--- src/rtl/fetch_pkg.sv ---
// Shared definitions for the instruction fetch stage: redirect source
// encodings, instruction-memory latency, in-flight token and FSM types.
package fetch_pkg;

    localparam logic [1:0] SEL_PC_BRANCH = 2'b00;
    localparam logic [1:0] SEL_PC_RESET  = 2'b01;
    localparam logic [1:0] SEL_PC_ALU    = 2'b10;
    localparam logic [1:0] SEL_PC_HOLD   = 2'b11;

    // Cycles from a fetch request to its instruction word on imem_rdata.
    localparam int IMEM_LATENCY = 2;

    // One outstanding fetch: whether the slot is occupied and which PC it fetches.
    typedef struct packed {
        logic        valid;
        logic [31:0] pc;
    } fetch_token_t;

    typedef enum logic {
        ST_IDLE = 1'b0,
        ST_RUN  = 1'b1
    } fetch_state_t;

    // Force a byte address onto a word boundary.
    function automatic logic [31:0] align_word(input logic [31:0] addr);
        return {addr[31:2], 2'b00};
    endfunction

endpackage

--- src/rtl/instr_queue.sv ---
// Synchronous FIFO holding fetched {instruction, pc} entries.
// Flush has priority over push and pop; a push into a full queue is only
// accepted when a pop happens in the same cycle. The head entry is read
// combinationally so the consumer sees it in the cycle after the push.
module instr_queue #(
    parameter int DEPTH = 4,
    parameter int WIDTH = 64
) (
    input  logic                     clk,
    input  logic                     rst_n,
    input  logic                     i_flush,
    input  logic                     i_push,
    input  logic                     i_pop,
    input  logic [WIDTH-1:0]         i_wdata,
    output logic [WIDTH-1:0]         o_head,
    output logic                     o_empty,
    output logic                     o_full,
    output logic [$clog2(DEPTH):0]   o_count
);

    localparam int AW = $clog2(DEPTH);
    localparam logic [AW:0] DEPTH_W = DEPTH[AW:0];

    logic [WIDTH-1:0] r_mem [DEPTH];
    logic [AW-1:0]    r_wr_ptr;
    logic [AW-1:0]    r_rd_ptr;
    logic [AW:0]      r_count;
    logic             w_do_push;
    logic             w_do_pop;

    assign o_empty   = (r_count == '0);
    assign o_full    = (r_count == DEPTH_W);
    assign o_count   = r_count;
    assign o_head    = r_mem[r_rd_ptr];
    assign w_do_pop  = i_pop && !o_empty;
    assign w_do_push = i_push && (!o_full || w_do_pop);

    // Storage array: written on accepted push, contents need no reset since
    // the count gates everything downstream.
    always_ff @(posedge clk) begin
        if (w_do_push && !i_flush) begin
            r_mem[r_wr_ptr] <= i_wdata;
        end
    end

    // Pointer and occupancy bookkeeping; flush empties the queue outright.
    always_ff @(posedge clk or negedge rst_n) begin
        if (!rst_n) begin
            r_wr_ptr <= '0;
            r_rd_ptr <= '0;
            r_count  <= '0;
        end else if (i_flush) begin
            r_wr_ptr <= '0;
            r_rd_ptr <= '0;
            r_count  <= '0;
        end else begin
            if (w_do_push) begin
                r_wr_ptr <= r_wr_ptr + 1'b1;
            end
            if (w_do_pop) begin
                r_rd_ptr <= r_rd_ptr + 1'b1;
            end
            case ({w_do_push, w_do_pop})
                2'b10:   r_count <= r_count + 1'b1;
                2'b01:   r_count <= r_count - 1'b1;
                default: r_count <= r_count;
            endcase
        end
    end

endmodule

--- src/rtl/instr_fetch_stage.sv ---
// Instruction fetch stage: issues word fetches to a fixed-latency memory,
// tracks outstanding requests as a token pipeline, and buffers returned
// words in an in-order queue for the execute stage.
// Optional build macro FETCH_PERF_CNT_EN adds o_squash_cnt, counting
// in-flight fetches killed by redirects.
module instr_fetch_stage
    import fetch_pkg::*;
#(
    parameter logic [31:0] RESET_VECTOR = 32'h0000_0000,
    parameter int          QDEPTH       = 4
) (
    input  logic        clk,
    input  logic        rst_n,
    input  logic        i_load_pc,
    input  logic [1:0]  i_sel_pc,
    input  logic [31:0] i_pc_branch_in,
    input  logic [31:0] i_pc_alu_in,
    output logic        o_imem_rd,
    output logic [31:0] o_imem_addr,
    input  logic [31:0] i_imem_rdata,
    output logic [31:0] o_instr_out,
    output logic [31:0] o_pc_out,
    output logic        o_instr_valid,
    input  logic        i_instr_ready
`ifdef FETCH_PERF_CNT_EN
    ,
    output logic [15:0] o_squash_cnt
`endif
);

    localparam int          CW       = $clog2(QDEPTH) + 1;
    localparam int          LAST     = IMEM_LATENCY - 1;
    localparam logic [CW:0] QDEPTH_W = QDEPTH[CW:0];

    fetch_state_t  r_state;
    logic [31:0]   r_fetch_pc;
    fetch_token_t  r_tok [IMEM_LATENCY];

    logic [31:0]   w_target;
    logic [CW-1:0] w_q_count;
    logic [CW-1:0] w_inflight;
    logic [CW:0]   w_occupancy;
    logic          w_issue;
    logic          w_push;
    logic          w_pop;
    logic          w_q_empty;
    logic          w_q_full;
    logic [63:0]   w_q_head;
    logic [63:0]   w_q_wdata;

    // Redirect target selection; HOLD re-fetches from the current fetch_pc.
    always_comb begin
        w_target = r_fetch_pc;
        case (i_sel_pc)
            SEL_PC_BRANCH: w_target = i_pc_branch_in;
            SEL_PC_RESET:  w_target = RESET_VECTOR;
            SEL_PC_ALU:    w_target = i_pc_alu_in;
            default:       w_target = r_fetch_pc;
        endcase
    end

    // Number of requests currently in flight to the instruction memory.
    always_comb begin
        w_inflight = '0;
        for (int i = 0; i < IMEM_LATENCY; i++) begin
            w_inflight = w_inflight + CW'(r_tok[i].valid);
        end
    end

    // Credit rule: queued plus outstanding never exceeds the queue depth,
    // so every returning word is guaranteed a slot.
    assign w_occupancy = {1'b0, w_q_count} + {1'b0, w_inflight};
    assign w_issue     = (r_state == ST_RUN) && !i_load_pc && (w_occupancy < QDEPTH_W);

    // A redirect kills returning data and blocks the consumer's pop.
    assign w_push    = r_tok[LAST].valid && !i_load_pc;
    assign w_pop     = !w_q_empty && i_instr_ready && !i_load_pc;
    assign w_q_wdata = {i_imem_rdata, r_tok[LAST].pc};

    // Control FSM and fetch address: the first redirect after reset starts fetching.
    always_ff @(posedge clk or negedge rst_n) begin
        if (!rst_n) begin
            r_state    <= ST_IDLE;
            r_fetch_pc <= align_word(RESET_VECTOR);
        end else begin
            case (r_state)
                ST_IDLE: begin
                    if (i_load_pc) begin
                        r_state    <= ST_RUN;
                        r_fetch_pc <= align_word(w_target);
                    end
                end
                default: begin
                    r_state <= ST_RUN;
                    if (i_load_pc) begin
                        r_fetch_pc <= align_word(w_target);
                    end else if (w_issue) begin
                        r_fetch_pc <= r_fetch_pc + 32'd4;
                    end
                end
            endcase
        end
    end

    // In-flight token pipeline: stage 0 captures the issued request, the last
    // stage lines up with the memory's read data.
    always_ff @(posedge clk or negedge rst_n) begin
        if (!rst_n) begin
            for (int i = 0; i < IMEM_LATENCY; i++) begin
                r_tok[i] <= '0;
            end
        end else if (i_load_pc) begin
            for (int i = 0; i < IMEM_LATENCY; i++) begin
                r_tok[i] <= '0;
            end
        end else begin
            r_tok[0] <= {w_issue, r_fetch_pc};
            for (int i = 1; i < IMEM_LATENCY; i++) begin
                r_tok[i] <= r_tok[i-1];
            end
        end
    end

    instr_queue #(
        .DEPTH (QDEPTH),
        .WIDTH (64)
    ) u_queue (
        .clk     (clk),
        .rst_n   (rst_n),
        .i_flush (i_load_pc),
        .i_push  (w_push),
        .i_pop   (w_pop),
        .i_wdata (w_q_wdata),
        .o_head  (w_q_head),
        .o_empty (w_q_empty),
        .o_full  (w_q_full),
        .o_count (w_q_count)
    );

    assign o_imem_rd     = w_issue;
    assign o_imem_addr   = r_fetch_pc;
    assign o_instr_valid = !w_q_empty;
    assign o_instr_out   = w_q_empty ? 32'd0 : w_q_head[63:32];
    assign o_pc_out      = w_q_empty ? 32'd0 : w_q_head[31:0];

`ifdef FETCH_PERF_CNT_EN
    logic [15:0] r_squash_cnt;
    logic [16:0] w_squash_sum;

    assign w_squash_sum = {1'b0, r_squash_cnt} + 17'(w_inflight);

    // Saturating count of outstanding fetches thrown away by redirects.
    always_ff @(posedge clk or negedge rst_n) begin
        if (!rst_n) begin
            r_squash_cnt <= '0;
        end else if (i_load_pc) begin
            r_squash_cnt <= w_squash_sum[16] ? 16'hFFFF : w_squash_sum[15:0];
        end
    end

    assign o_squash_cnt = r_squash_cnt;
`endif

endmodule
--- config.mk ---
export PLATFORM = sky130hd
export DESIGN_NAME = instr_fetch_stage
export DESIGN_NICKNAME = d
export VERILOG_FILES = /design/src/rtl/fetch_pkg.sv /design/src/rtl/instr_queue.sv /design/src/rtl/instr_fetch_stage.sv
export SDC_FILE = /design/constraint.sdc
export NUM_CORES = 1
export LEC_CHECK = 0
export ABC_AREA = 0
export BUFFER_PORTS_ARGS = -buffer_cell sky130_fd_sc_hd__buf_4
export CAP_MARGIN = 25
export CORE_MARGIN = 2
export CORE_UTILIZATION = 45
export DETAILED_ROUTE_END_ITERATION = 10
export GPL_ROUTABILITY_DRIVEN = 0
export HOLD_SLACK_MARGIN = 0.03
export PLACE_DENSITY = 0.72
export SYNTH_ARGS = -nofsm -noshare
export SYNTH_HDL_FRONTEND = slang
export SYNTH_SLANG_ARGS = --single-unit
export TNS_END_PERCENT = 50
--- constraint.sdc ---
create_clock -name clk -period 5.2 [get_ports clk]
set_input_delay 0.52 -clock clk [delete_from_list [all_inputs] [get_ports clk]]
set_output_delay 0.52 -clock clk [all_outputs]
set_load 0.05 [all_outputs]
==> impl_metrics.env, run 1 <==
export IMPL_setup_tns_ns=0
export IMPL_fp_dieH_um=183
export IMPL_r2r_slack_ns=2.52
export IMPL_min_period_ns=3.34
export IMPL_syn_area_um2=14400
export IMPL_antenna_found_initial=0
export IMPL_drc=0
export IMPL_timing_rr_end="u_queue.r_mem[1][62]$_DFFE_PP_"
export IMPL_relSlewSlack=0.329
export IMPL_syn2layout_area_growth_pct=20.7
export IMPL_grt_overflow_total=0
export IMPL_synth_top_area_share=0.524
export IMPL_fmax_ghz=0.300
export IMPL_synth_top_area_cell="edfxtp_1"
export IMPL_met3_usage=0.0355
export IMPL_cts_resized=0
export IMPL_path_max_fanout=38
export IMPL_finalSetupViolCount=0
export IMPL_p_leak_nw=6.59
export IMPL_synthMuxAreaShare=0.122
export IMPL_dp_cells=1443
export IMPL_synth_async_reset_ratio=0.288
export IMPL_synthCells=894
export IMPL_finalHoldViolCount=0
export IMPL_grt_pass1_vias=8395
export IMPL_clkSinkCount=354
export IMPL_dp_hpwl_um=17800
export IMPL_layout_nets=1190
export IMPL_ctsHoldBuffers=0
export IMPL_synth_edf_count=252
export IMPL_clk_latency_ns=0.51
export IMPL_synth_simple_area_share=0.0925
export IMPL_track_usage=0.179
export IMPL_instances_no_fill=1510
export IMPL_fp_dieW_um=183
export IMPL_tightestPinTransition_ns=1.01
export IMPL_rows=65
export IMPL_rsz0062_at_grt="no"
export IMPL_grt_use_met1=0.248
export IMPL_mostFrequentLayoutCell="edfxtp_1"
export IMPL_synth_top_family_by_area="multiplexers"
export IMPL_antennaDiodeCount=0
export IMPL_die_area_um2=33500
export IMPL_p_per_area_nw_per_um2=415
export IMPL_clock_path_buffers=3
export IMPL_worst_endpoint_arrival_ns=2.82
export IMPL_yosys_warnings=0
export IMPL_routedWlPerCell_um=19.5
export IMPL_ant_nets=0
export IMPL_ys_ff_latch=354
export IMPL_gr_usage_met2=0.289
export IMPL_clk_pin_slew_worst_paths_ns=0.06
export IMPL_post_cts_setup_buffers=0
export IMPL_root_buffer="clkbuf_16"
export IMPL_min_period_over_period=0.642
export IMPL_synth_compound_area_share=0.0527
export IMPL_grt_pass1_wl_um=46300
export IMPL_avgSynthCellArea_um2=16.1
export IMPL_n_fill_cell=2547
export IMPL_reg2reg_from="u_queue.o_count[1]$_DFFE_PN0P_"
export IMPL_cts_tree="done"
export IMPL_synth_fa_ha_area_frac=0.00659
export IMPL_layout_common_cells="252 x edfxtp_1, 203 x buf_4, 100 x dfrtp_1"
export IMPL_route_vias_total=8229
export IMPL_fp_coreArea_um2=31600
export IMPL_synth_xor_area_frac=0.00425
export IMPL_critPathLaunchType="flop"
export IMPL_finalMaxSlewViolations=0
export IMPL_required_ns=4.68
export IMPL_critPathKind="reg2out"
export IMPL_yosys_top_cells_area="edfxtp_1 52%, dfrtp_1 18%, mux4_2 9.8%"
export IMPL_vdd_drop_max_uv=214
export IMPL_io_buffers=193
export IMPL_ys_types=51
export IMPL_run_status="finished clean"
export IMPL_viasPerCell=5.45
export IMPL_grt_max_degree=66
export IMPL_cts_buffers=37
export IMPL_placed_area_um2=16300
export IMPL_cap_violations=0
export IMPL_drt_iter0_markers=599
export IMPL_busiest_layer="met2"
export IMPL_ys_seq_area_frac=0.701
export IMPL_critPathCaptureType="output port"
export IMPL_r2r_cells=3
export IMPL_finClkSkew_ns=0.00834
export IMPL_synth_top_flop_cell="edfxtp_1"
export IMPL_htreeDepth=2
export IMPL_drive_gt1_frac=0.302
export IMPL_num_io_pins=200
export IMPL_power_mw=7.23
export IMPL_finalInstanceArea_um2=17400
export IMPL_hold_class="in2async"
export IMPL_drt_total_wl_um=29500
export IMPL_start_util=0.457
export IMPL_drtPass1Iterations=4
power by group:
group,switching [mW],internal (mW)
clock,1.01,1.47
sequential,0.152,3.16
combinational,0.903,0.521
total,2.07,5.16
critical path: stages (launching register included):
cell and delay (ns):
dfrtp_2 1.02, buf_4 0.50, mux4_2 0.37, and2_1 0.19, buf_4 0.19
kinds of logic (layout without fill, tap and decap cells):
family | count (synthesis) | after routing
DFF | 354 | 354
other | 1 | 3
muxes | 97 | 97
adders and majority gates | 7 | 7
and+or+nand+nor | 242 | 242
buffers and inverters | 69 | 281
xor gates and xnor gates | 7 | 7
AOI/OAI and AO/OA | 117 | 117
layer usage:
| layer | vias to the layer above | share of wire | wire, µm |
|---|---|---|---|
| li1 | 3766 | - | - |
| met1 | 4084 | 0.44 | 12800 |
| met2 | 329 | 0.47 | 13900 |
| met3 | 50 | 0.070 | 2070 |
| met4 | 0 | 0.022 | 653 |
| met5 | - | 0 | 0 |
area by class of cell:
| cell class | instances | area (µm²) | share of cell area |
|---|---|---|---|
| clock buffer | 51 | 1020 | 0.0586 |
| multi-input combinational | 473 | 4040 | 0.232 |
| sequential | 354 | 10100 | 0.581 |
| inverter | 10 | 37.5 | 0.00215 |
| timing repair buffer | 205 | 1580 | 0.0906 |
| tap | 402 | 503 | 0.0289 |
| clock inverter | 15 | 121 | 0.00696 |
Yosys cell counts (7+ instances only):
library cell  number
a21oi_1           28
a31oi_1            8
and2_1            71
buf_2             10
clkbuf_1          37
dfrtp_1          102
edfxtp_1         252
inv_1             10
mux2i_1           32
mux4_2            63
nand2_1           32
nand3_1           11
nand4_1           12
nor2_1            34
nor2b_1           62
o21ai_0           36
xor2_1             7
metrics by stage:
stage	worst slack, ns	utilization	hold slack, ns
floorplan	2.03	-	0.224
global placement	2.22	0.514	0.444
detailed placement	2.31	0.515	0.450
CTS	1.76	0.551	0.0910
global route	1.71	0.552	0.116
finish	1.86	0.552	0.0785
worst max-delay path by stage:
| stage | startpoint | endpoint | slack, ns | cells past startpoint |
|---|---|---|---|---|
| 3_5_place_dp | u_queue.r_rd_ptr[1]$_DFFE_PN0P_ | o_instr_out[3] | 2.31 | 4 |
| 4_1_cts | u_queue.r_rd_ptr[1]$_DFFE_PN0P_ | o_instr_out[0] | 1.76 | 4 |
| 3_3_place_gp | u_queue.r_rd_ptr[0]$_DFFE_PN0P_ | o_pc_out[19] | 2.22 | 4 |
| 5_1_grt | u_queue.r_rd_ptr[1]$_DFFE_PN0P_ | o_instr_out[9] | 1.71 | 4 |
| 6_report | u_queue.r_rd_ptr[1]$_DFFE_PN0P_ | o_instr_out[0] | 1.86 | 4 |
| 2_1_floorplan | i_load_pc | u_queue.r_mem[0][10]$_DFFE_PP_ | 2.03 | 3 |
flip-flops by register name, indices dropped and copies added (netlist names):
name              cells
o_imem_addr          30
u_queue.o_count       3
u_queue.r_mem       252
r_state               1
u_queue.r_rd_ptr      2
u_queue.r_wr_ptr      2
r_tok                64
Note: power is estimated with default switching activity, not from simulation.
==> inputs of run 2 (changes only) <==
- PLACE_DENSITY: 0.72 -> 0.74
- clock period: 5.2 -> 3 ns (I/O delays scaled with it)
==> impl_metrics.env, run 2 (synthesized netlist as in run 1, its figures left out) <==
export IMPL_run_status="finished clean"
export IMPL_min_delay_start="i_pc_branch_in[11]"
export IMPL_grt_overflow_total=0
export IMPL_largest_register="u_queue.r_mem"
export IMPL_clk_pin_slew_worst_paths_ns=0.06
export IMPL_register_area_um2=10100
export IMPL_ant_nets=0
export IMPL_cap_violations=0
export IMPL_grt_pass1_vias=8639
export IMPL_min_period_ns=2.83
export IMPL_crit_path_max_incr_delay_ns=0.47
export IMPL_min_path_cells=3
export IMPL_fp_dieH_um=183
export IMPL_r2r_slack_ns=0.61
export IMPL_num_io_pins=200
export IMPL_start_util=0.457
export IMPL_crit_slowest_cell="dfrtp_1"
export IMPL_n_fill_cell=2469
export IMPL_finClkSkew_ns=0.0153
export IMPL_antenna_found_initial=0
export IMPL_multi_input_area_um2=4040
export IMPL_root_buffer="clkbuf_16"
export IMPL_htreeDepth=2
export IMPL_ctsHoldBuffers=33
export IMPL_critPathKind="reg2out"
export IMPL_finalMaxSlewViolations=0
export IMPL_clkSinkCount=354
export IMPL_reg2reg_from="u_queue.o_count[0]$_DFFE_PN0P_"
export IMPL_fmax_ghz=0.354
export IMPL_cts_resized=0
export IMPL_p_per_area_nw_per_um2=701
export IMPL_clk_latency_ns=0.52
export IMPL_critPathLaunchType="flop"
export IMPL_r2r_cells=8
export IMPL_rows=65
export IMPL_finalHoldViolCount=0
export IMPL_antennaDiodeCount=0
export IMPL_path_cells="ha_1 -> a21o_1 -> a21oi_1 -> nand2_1 -> inv_1 -> buf_4"
export IMPL_cts_tree="done"
export IMPL_dp_hpwl_um=18800
export IMPL_p_leak_nw=6.82
export IMPL_instances_no_fill=1564
export IMPL_fp_coreArea_um2=31600
export IMPL_post_cts_setup_buffers=0
export IMPL_rsz0062_at_grt="no"
export IMPL_largest_reg_flops=252
export IMPL_dp_cells=1465
export IMPL_grt_max_degree=67
export IMPL_setup_tns_ns=0
export IMPL_critPathCaptureType="output port"
export IMPL_syn2layout_area_growth_pct=24.2
export IMPL_drt_iter0_markers=539
export IMPL_vdd_drop_max_uv=368
export IMPL_path_max_fanout=7
export IMPL_required_ns=2.70
export IMPL_track_usage=0.178
export IMPL_layout_nets=1244
export IMPL_min_period_over_period=0.942
export IMPL_viasPerCell=5.38
export IMPL_drc=0
export IMPL_drive_gt1_frac=0.304
export IMPL_io_buffers=193
export IMPL_drtPass1Iterations=4
export IMPL_routedWlPerCell_um=19.1
export IMPL_mostFrequentLayoutCell="edfxtp_1"
export IMPL_die_area_um2=33500
export IMPL_relSlewSlack=0.428
export IMPL_cts_buffers=37
export IMPL_timing_rr_end="o_imem_addr[11]$_DFFE_PN0P_"
export IMPL_clock_path_buffers=3
export IMPL_placed_area_um2=16500
export IMPL_hold_class="in2reg"
export IMPL_grt_pass1_wl_um=46700
export IMPL_finalSetupViolCount=0
export IMPL_fp_dieW_um=183
export IMPL_finalInstanceArea_um2=17900
export IMPL_tightestPinTransition_ns=0.858
export IMPL_worst_endpoint_arrival_ns=2.53
export IMPL_min_to="o_imem_addr[11]$_DFFE_PN0P_"
export IMPL_route_vias_total=8411
export IMPL_layout_common_cells="252 x edfxtp_1, 221 x buf_4, 100 x dfrtp_1"
export IMPL_drt_total_wl_um=29900
run 2: cell count changes in the layout (fill, tap and decap cells not counted), moves of 5 or more:
cell,before,now
buf_12,0,5
clkinv_2,6,1
dlygate4sd3_1,0,33
buf_4,203,221
clkinv_1,6,11
run 2: power by group:
| group | leakage (nW) | switching, mW | internal, mW |
|---|---|---|---|
| Clock | 0.541 | 1.77 | 2.53 |
| Sequential | 3.62 | 0.255 | 5.48 |
| Combinational | 2.66 | 1.58 | 0.942 |
| Total | 6.82 | 3.60 | 8.96 |
run 2: area by class of cell:
class                           count  area share
Clock buffer                       47      0.0537
Clock inverter                     19     0.00942
Inverter                           10     0.00209
Multi-Input combinational cell    473       0.225
Sequential cell                   354       0.565
Tap cell                          402      0.0281
Timing Repair Buffer              259       0.117
run 2: how the worst max path moves through the flow:
stage / start / end / slack [ns]
floorplan: u_queue.o_count[1]$_DFFE_PN0P_ / u_queue.r_mem[0][10]$_DFFE_PP_ / -0.14
global placement: u_queue.o_count[0]$_DFFE_PN0P_ / o_imem_addr[17]$_DFFE_PN0P_ / 0.70
detailed placement: u_queue.o_count[0]$_DFFE_PN0P_ / o_imem_addr[17]$_DFFE_PN0P_ / 0.63
CTS: u_queue.o_count[0]$_DFFE_PN0P_ / o_imem_rd / 0.17
global route: u_queue.o_count[0]$_DFFE_PN0P_ / o_imem_rd / 0.06
finish: u_queue.o_count[0]$_DFFE_PN0P_ / o_imem_rd / 0.17
run 2: critical path: cells and delay by family (launching register included):
kind,cells,cell delay [ns]
AO/OA/AOI/OAI,2,0.59
adder cells (fa/ha/maj),1,0.31
buffers and inverters,2,0.43
flip-flops,1,0.47
AND/OR/NAND/NOR,1,0.22
run 2: stage by stage:
step,util,hold slack (ns),worst slack (ns),power [mW]
6_report,0.568,0.131,0.175,12.6
5_1_grt,0.568,0.142,0.0575,13.0
4_1_cts,0.568,0.115,0.167,12.7
3_5_place_dp,0.522,0.448,0.626,8.34
3_3_place_gp,0.522,0.447,0.697,8.31
2_1_floorplan,-,0.00441,-0.142,7.47
run 2: per-layer routing:
layer	track usage	wire length (µm)
met5	0	0
met4	0.0448	548
met3	0.0423	2310
met2	0.300	14300
met1	0.236	12700
